<file path="src/rtl/mips_mem_interface_pkg.sv">
// Shared types and constants for the MIPS memory-interface stage.
// Latency: n/a (types only).
// Backpressure: n/a (types only).
package mips_mem_interface_pkg;

    // Access sequencer states
    typedef enum logic [1:0] {
        MI_IDLE = 2'd0,
        MI_BUSY = 2'd1,
        MI_DONE = 2'd2,
        MI_ERR  = 2'd3
    } memif_state_t;

    // Primary opcode field of a MIPS instruction word
    typedef logic [5:0] opcode_t;

    localparam int MEMIF_OPCODE_LSB = 26;

    localparam opcode_t RTYPE_OPCODE = 6'h00;
    localparam opcode_t BEQ_OPCODE   = 6'h04;
    localparam opcode_t LW_OPCODE    = 6'h23;
    localparam opcode_t SW_OPCODE    = 6'h2B;

    // Extract the opcode field from the low 32 bits of an instruction word
    function automatic opcode_t get_opcode(input logic [31:0] word);
        return word[MEMIF_OPCODE_LSB +: $bits(opcode_t)];
    endfunction

endpackage

</file>
<file path="src/rtl/mips_mem_watchdog.sv">
// Saturating cycle counter that flags a request held too long without ack.
// Latency: expired is combinational from the registered count.
// Backpressure: none; clr has priority over en, count never wraps.
module mips_mem_watchdog #(
    parameter int TIMEOUT = 15
) (
    input  logic clk,
    input  logic rst,
    input  logic clr,
    input  logic en,
    output logic expired
);
    localparam int W = $clog2(TIMEOUT + 1);
    // expired is raised during the TIMEOUT-th counted cycle, so the owner
    // can leave the wait state at the edge that closes that cycle
    localparam logic [W-1:0] LIMIT = W'(TIMEOUT - 1);
    localparam logic [W-1:0] SAT   = W'(TIMEOUT);

    logic [W-1:0] count_q;
    logic [W-1:0] count_d;

    // Next count: clear on request entry, otherwise count up and hold at SAT
    always_comb begin
        count_d = count_q;
        if (clr) begin
            count_d = '0;
        end else if (en && (count_q != SAT)) begin
            count_d = count_q + W'(1);
        end
    end

    // Count register
    always_ff @(posedge clk or posedge rst) begin
        if (rst) begin
            count_q <= '0;
        end else begin
            count_q <= count_d;
        end
    end

    assign expired = (count_q >= LIMIT);

endmodule

</file>
<file path="src/rtl/mips_mem_interface.sv">
// Converts controller read/write/IR-write strobes into a registered req/ack memory access, holding IR and MDR.
// Latency: request registered one cycle after the strobe; data visible the cycle after ack (min 3-cycle access).
// Backpressure: stall holds the controller until the access completes; no ack within TIMEOUT cycles locks in err.
module mips_mem_interface
    import mips_mem_interface_pkg::*;
#(
    parameter int ADDR_W  = 32,
    parameter int DATA_W  = 32,
    parameter int TIMEOUT = 15
) (
    input  logic              clk,
    input  logic              rst,
    input  logic              cpu_rd,
    input  logic              cpu_wr,
    input  logic              ir_write,
    input  logic [ADDR_W-1:0] cpu_addr,
    input  logic [DATA_W-1:0] cpu_wdata,
    output logic              stall,
    output logic [DATA_W-1:0] instr,
    output opcode_t           opcode,
    output logic [DATA_W-1:0] mdr,
    output logic              err,
    output logic              mem_req,
    output logic              mem_we,
    output logic [ADDR_W-1:0] mem_addr,
    output logic [DATA_W-1:0] mem_wdata,
    input  logic              mem_ack,
    input  logic [DATA_W-1:0] mem_rdata
);
    memif_state_t      state_q, state_d;
    logic              req_q, req_d;
    logic              we_q, we_d;
    logic              dst_ir_q, dst_ir_d;
    logic [ADDR_W-1:0] addr_q, addr_d;
    logic [DATA_W-1:0] wdata_q, wdata_d;
    logic [DATA_W-1:0] ir_q, ir_d;
    logic [DATA_W-1:0] mdr_q, mdr_d;
    logic              wd_clr;
    logic              wd_en;
    logic              wd_expired;

    assign wd_en = (state_q == MI_BUSY);

    mips_mem_watchdog #(
        .TIMEOUT (TIMEOUT)
    ) u_watchdog (
        .clk     (clk),
        .rst     (rst),
        .clr     (wd_clr),
        .en      (wd_en),
        .expired (wd_expired)
    );

    // Next-state and datapath register updates for the access sequencer
    always_comb begin
        state_d  = state_q;
        req_d    = req_q;
        we_d     = we_q;
        dst_ir_d = dst_ir_q;
        addr_d   = addr_q;
        wdata_d  = wdata_q;
        ir_d     = ir_q;
        mdr_d    = mdr_q;
        wd_clr   = 1'b0;
        case (state_q)
            MI_IDLE: begin
                if (cpu_rd && cpu_wr) begin
                    state_d = MI_ERR;
                end else if (cpu_rd || cpu_wr) begin
                    addr_d   = cpu_addr;
                    wdata_d  = cpu_wdata;
                    we_d     = cpu_wr;
                    // ir_write only steers reads; stores never touch IR
                    dst_ir_d = cpu_rd && ir_write;
                    req_d    = 1'b1;
                    wd_clr   = 1'b1;
                    state_d  = MI_BUSY;
                end
            end
            MI_BUSY: begin
                // An ack in the expiring cycle still completes the access
                if (mem_ack) begin
                    if (!we_q) begin
                        if (dst_ir_q) begin
                            ir_d = mem_rdata;
                        end else begin
                            mdr_d = mem_rdata;
                        end
                    end
                    req_d   = 1'b0;
                    state_d = MI_DONE;
                end else if (wd_expired) begin
                    req_d   = 1'b0;
                    state_d = MI_ERR;
                end
            end
            MI_DONE: begin
                state_d = MI_IDLE;
            end
            MI_ERR: begin
                req_d   = 1'b0;
                state_d = MI_ERR;
            end
            default: begin
                req_d   = 1'b0;
                state_d = MI_IDLE;
            end
        endcase
    end

    // State and datapath registers
    always_ff @(posedge clk or posedge rst) begin
        if (rst) begin
            state_q  <= MI_IDLE;
            req_q    <= 1'b0;
            we_q     <= 1'b0;
            dst_ir_q <= 1'b0;
            addr_q   <= '0;
            wdata_q  <= '0;
            ir_q     <= '0;
            mdr_q    <= '0;
        end else begin
            state_q  <= state_d;
            req_q    <= req_d;
            we_q     <= we_d;
            dst_ir_q <= dst_ir_d;
            addr_q   <= addr_d;
            wdata_q  <= wdata_d;
            ir_q     <= ir_d;
            mdr_q    <= mdr_d;
        end
    end

    // Stall covers the request cycle itself so the controller never advances before the access
    assign stall = ((state_q == MI_IDLE) && (cpu_rd || cpu_wr)) ||
                   (state_q == MI_BUSY) || (state_q == MI_ERR);

    assign err       = (state_q == MI_ERR);
    assign mem_req   = req_q;
    assign mem_we    = we_q && req_q;
    assign mem_addr  = addr_q;
    assign mem_wdata = wdata_q;
    assign instr     = ir_q;
    assign mdr       = mdr_q;
    assign opcode    = get_opcode(ir_q[31:0]);

endmodule

</file>
<file path="config.mk">
export PLATFORM = sky130hd
export DESIGN_NAME = mips_mem_interface
export DESIGN_NICKNAME = d
export VERILOG_FILES = /design/src/rtl/mips_mem_interface_pkg.sv /design/src/rtl/mips_mem_watchdog.sv /design/src/rtl/mips_mem_interface.sv
export SDC_FILE = /design/constraint.sdc
export NUM_CORES = 1
export LEC_CHECK = 0
export CAP_MARGIN = 20
export CORE_MARGIN = 2
export CORE_UTILIZATION = 46
export CTS_CLUSTER_SIZE = 28
export DETAILED_ROUTE_END_ITERATION = 7
export PLACE_DENSITY = 0.84
export SYNTH_ARGS = -nofsm -noshare
export SYNTH_HDL_FRONTEND = slang
export SYNTH_SLANG_ARGS = --single-unit
</file>
<file path="constraint.sdc">
create_clock -name clk -period 6.95 [get_ports clk]
set_input_delay 1.39 -clock clk [delete_from_list [all_inputs] [get_ports clk]]
set_output_delay 1.39 -clock clk [all_outputs]
set_load 0.005 [all_outputs]
</file>
==> impl_results.rst <==
.. list-table::
   :header-rows: 1

   * - Metric
     - Value
   * - Cell with the most instances after synthesis
     - sky130_fd_sc_hd__dfrtp_1
   * - Post-route standard cell area excluding fillers
     - 8605 um2
   * - Portion of the clock cycle consumed by the worst path in the final layout
     - 62.67%
   * - Half-perimeter wire length of the detailed placement result
     - 9692 um
   * - Finished Core Util
     - 72.54%
   * - Setup_tns
     - 0 ps
   * - Number of endpoints with negative hold slack in the final report
     - 0
   * - DRC violation count after routing
     - 0
   * - Largest stage delay on the critical path
     - 520 ps
   * - Data required time of the worst path
     - 5560 ps
   * - Highest Clock Rate
     - 229.6 MHz
   * - Sequential share of the synthesized area
     - 61.85%
   * - Mapped Cells
     - 344
   * - First-iteration detailed-routing DRC count
     - 143
   * - Number of buffers added for setup after CTS
     - 0
   * - Root buffer selected by CTS
     - sky130_fd_sc_hd__clkbuf_16
   * - Number of global-route vias before repair
     - 4,037
   * - Count of pins over their slew limit
     - 0
   * - Clock insertion delay at the later pin of the skew report
     - 410 ps
   * - Cell row count
     - 40
   * - RD Place Congestion
     - 0.8097
   * - Die outline area
     - 12,940 um2
   * - Top cell type's share of synthesized area
     - 61.85%
   * - Status
     - finished, final reports clean
   * - Flip-flop and latch count after synthesis
     - 137
   * - Total inserted antenna cells
     - 0
   * - Die Span X
     - 113.8 um
   * - Post-synthesis cell area
     - 5543 um2
   * - Detail-routed net length per standard cell
     - 18.41 um
   * - CP max-delay cell
     - sky130_fd_sc_hd__clkdlybuf4s50_1
   * - Clock tree sinks
     - 137
   * - Inserted Clock Buffers
     - 17
   * - Global-route usage over all layers
     - 21.65%
   * - Cell family with the largest share of critical-path delay
     - buffers and inverters
   * - Worst setup skew after layout
     - 7.049 ps
   * - Buffers plus inverters on the worst setup path
     - 3
   * - Top flip-flop cell by instance count after synthesis
     - sky130_fd_sc_hd__dfrtp_1
   * - Most numerous cell types in the synthesized netlist
     - sky130_fd_sc_hd__dfrtp_1, sky130_fd_sc_hd__mux2_2, sky130_fd_sc_hd__mux2_4
   * - Final non-filler cell total
     - 747
   * - Ratio of total power to cell area
     - 467.5 nW/um2
   * - DIE HEIGHT
     - 113.8 um
   * - Maximum vdd drop
     - 213.4 uV
   * - Placed instance area
     - 7960 um2
   * - Count of input and output buffers
     - 239
   * - First-pass GRT wire length
     - 21,510 um
   * - Remaining number of nets flagged by the antenna check after routing
     - 0
   * - Area added between synthesis and finish
     - 55.24%
   * - Number of antenna violations at the first check in global routing
     - 0
   * - Top area cells in the synthesized netlist
     - sky130_fd_sc_hd__dfrtp_1, sky130_fd_sc_hd__mux2_2, sky130_fd_sc_hd__mux2_4
   * - Most common cell on crit path
     - sky130_fd_sc_hd__clkdlybuf4s50_1
   * - Buffer depth of the longest clock path
     - 2
   * - Crit path max fanout
     - 3
   * - Static Leak
     - 3.745 nW
   * - CTS tree
     - done
   * - Critical path cell sequence
     - clkdlybuf4s50_1 -> inv_1 -> ha_1 -> nand2b_1 -> nand2_1 -> clkdlybuf4s50_1
   * - Number of enable flip-flop cells after synthesis
     - 0
   * - Synth Warn #
     - 0
   * - Final critical-path required period
     - 4355 ps
   * - Drt first pass iters
     - 4
   * - Initial core utilization
     - 46.73%
   * - Final global-route overflow total
     - 0
   * - Resized Gates After CTS
     - 0
   * - Rel. slew slack
     - 42.14%
   * - Vias per cell
     - 4.971
   * - Final setup vio count
     - 0
   * - Post-synthesis average cell area
     - 16.11 um2
   * - Crit. End Element
     - output pin
   * - Cell type with the highest aggregate area in the netlist
     - sky130_fd_sc_hd__dfrtp_1
   * - Max-cap check violation count
     - 0
   * - Maximum number of pins on one net before global-route repair
     - 81
   * - Vias post-DR
     - 3,713
   * - Type of the tightest min-delay check
     - reg -> reg
   * - Aggregate routed wire length
     - 13,760 um
   * - Type of element launching the critical path
     - input port
   * - Core region area
     - 11,860 um2
   * - Setup Crit Path Kind
     - in -> out
   * - I/O pin cnt
     - 240
   * - Setup repair after global routing missed its margin
     - no
   * - Worst Max-Slew Pin Slew
     - 867.9 ps
   * - Crit path arrival time
     - 2970 ps
   * - Share of async-settable or async-resettable flops after synthesis
     - 100.0%
   * - Clock-pin slew on the worst setup and hold paths
     - 50 ps
   * - Syn_nets
     - 453
   * - Yosys cell types
     - 26
   * - Number of placed instances, taps included
     - 713
   * - Total number of nets in the final design
     - 696
   * - Hold-fix buffers at CTS
     - 0
   * - Number of H-tree levels
     - 4
   * - Share of layout cells above drive strength 1
     - 28.17%
[through the flow]
| step | hold slack [ps] | total power, mW | setup slack [ps] |
|---|---|---|---|
| 2_1_floorplan | 482.8 | 2.138 | 1892 |
| 3_3_place_gp | 468.5 | 3.061 | 2644 |
| 3_5_place_dp | 487.9 | 3.139 | 2601 |
| 4_1_cts | 506.7 | 4.068 | 2596 |
| 5_1_grt | 521.2 | 4.246 | 2540 |
| 6_report | 502.2 | 4.022 | 2595 |
[routing by layer]
layer | global-route usage (%) | vias up | wire [um]
met4 | 7.967 | 0 | 246
li1 | - | 1676 | -
met3 | 7.651 | 18 | 1124
met2 | 36.61 | 161 | 6985
met5 | 0 | - | 0
met1 | 25.62 | 1858 | 5400
[registers in the layout, indices dropped and copies added, names as in the netlist]
| register | cells |
|---|---|
| we_q | 1 |
| mem_wdata | 32 |
| state_q | 2 |
| mem_addr | 32 |
| mem_req | 1 |
| u_watchdog.count_q | 4 |
| dst_ir_q | 1 |
| mdr | 32 |
| instr | 32 |
[worst paths after layout]
check,startpoint,endpoint,slack (ps),depth (start not counted)
min reg2reg,mem_addr[3],mem_addr[3],500,1
min in group asynchronous,rst,mem_wdata[27],1410,2
max,cpu_rd,stall,2590,6
max in group asynchronous,rst,mem_addr[28],4510,4
max reg2reg,state_q[1],mem_wdata[17],4730,5
min,mem_addr[3],mem_addr[3],500,1
[kinds of logic (layout without fill, tap and decap cells)]
family	Yosys count	after routing	synth area share, %
AOI/OAI and AO/OA	10	10	1.242
xor gates and xnor gates	2	2	0.3161
adders and majority gates	7	7	1.580
buffers and inverters	27	283	3.860
DFF	137	137	61.85
muxes	129	129	28.24
and+or+nand+nor	32	32	2.912
[worst register-to-register path: stages, from the launching register on]
cell,delay (ps)
sky130_fd_sc_hd__dfrtp_1,390
sky130_fd_sc_hd__inv_1,100
sky130_fd_sc_hd__ha_1,300
sky130_fd_sc_hd__and2_2,190
sky130_fd_sc_hd__buf_4,660
sky130_fd_sc_hd__mux2_2,470
[area by class of cell]
type                    instances  area (um2)
fillers                       782        3257
flip-flops and latches        137        3428
clock buffers                  20       446.7
multi-input cells             180        1902
inverters                       7       31.28
clock inverters                12       150.1
well taps                     147       183.9
repair buffers                244        2462
[cell usage in the layout (no fill, tap or decap), types with 2 or more instances in the layout]
| master | Yosys | final |
|---|---|---|
| sky130_fd_sc_hd__nand2_2 | 2 | 2 |
| sky130_fd_sc_hd__nor3_1 | 4 | 4 |
| sky130_fd_sc_hd__clkinv_4 | 0 | 2 |
| sky130_fd_sc_hd__buf_4 | 10 | 3 |
| sky130_fd_sc_hd__clkinv_2 | 0 | 4 |
| sky130_fd_sc_hd__mux2_1 | 2 | 2 |
| sky130_fd_sc_hd__a21oi_1 | 2 | 2 |
| sky130_fd_sc_hd__inv_1 | 7 | 6 |
| sky130_fd_sc_hd__mux2_2 | 97 | 97 |
| sky130_fd_sc_hd__clkdlybuf4s50_1 | 0 | 239 |
| sky130_fd_sc_hd__clkinvlp_4 | 0 | 3 |
| sky130_fd_sc_hd__o21ai_0 | 4 | 4 |
| sky130_fd_sc_hd__clkbuf_16 | 0 | 17 |
| sky130_fd_sc_hd__nand2_1 | 9 | 9 |
| sky130_fd_sc_hd__mux2_4 | 30 | 30 |
| sky130_fd_sc_hd__nor2_1 | 6 | 6 |
| sky130_fd_sc_hd__bufinv_16 | 0 | 3 |
| sky130_fd_sc_hd__clkbuf_1 | 0 | 2 |
| sky130_fd_sc_hd__dfrtp_1 | 137 | 137 |
| sky130_fd_sc_hd__nand3_1 | 5 | 5 |
| sky130_fd_sc_hd__ha_1 | 7 | 7 |
[power breakdown]
group / total, mW / switching (mW) / internal (mW)
registers: 1.43 / 0.234 / 1.20
logic: 1.69 / 0.523 / 1.17
clock network: 0.898 / 0.326 / 0.571
Note: power is estimated with default switching activity, not from simulation.
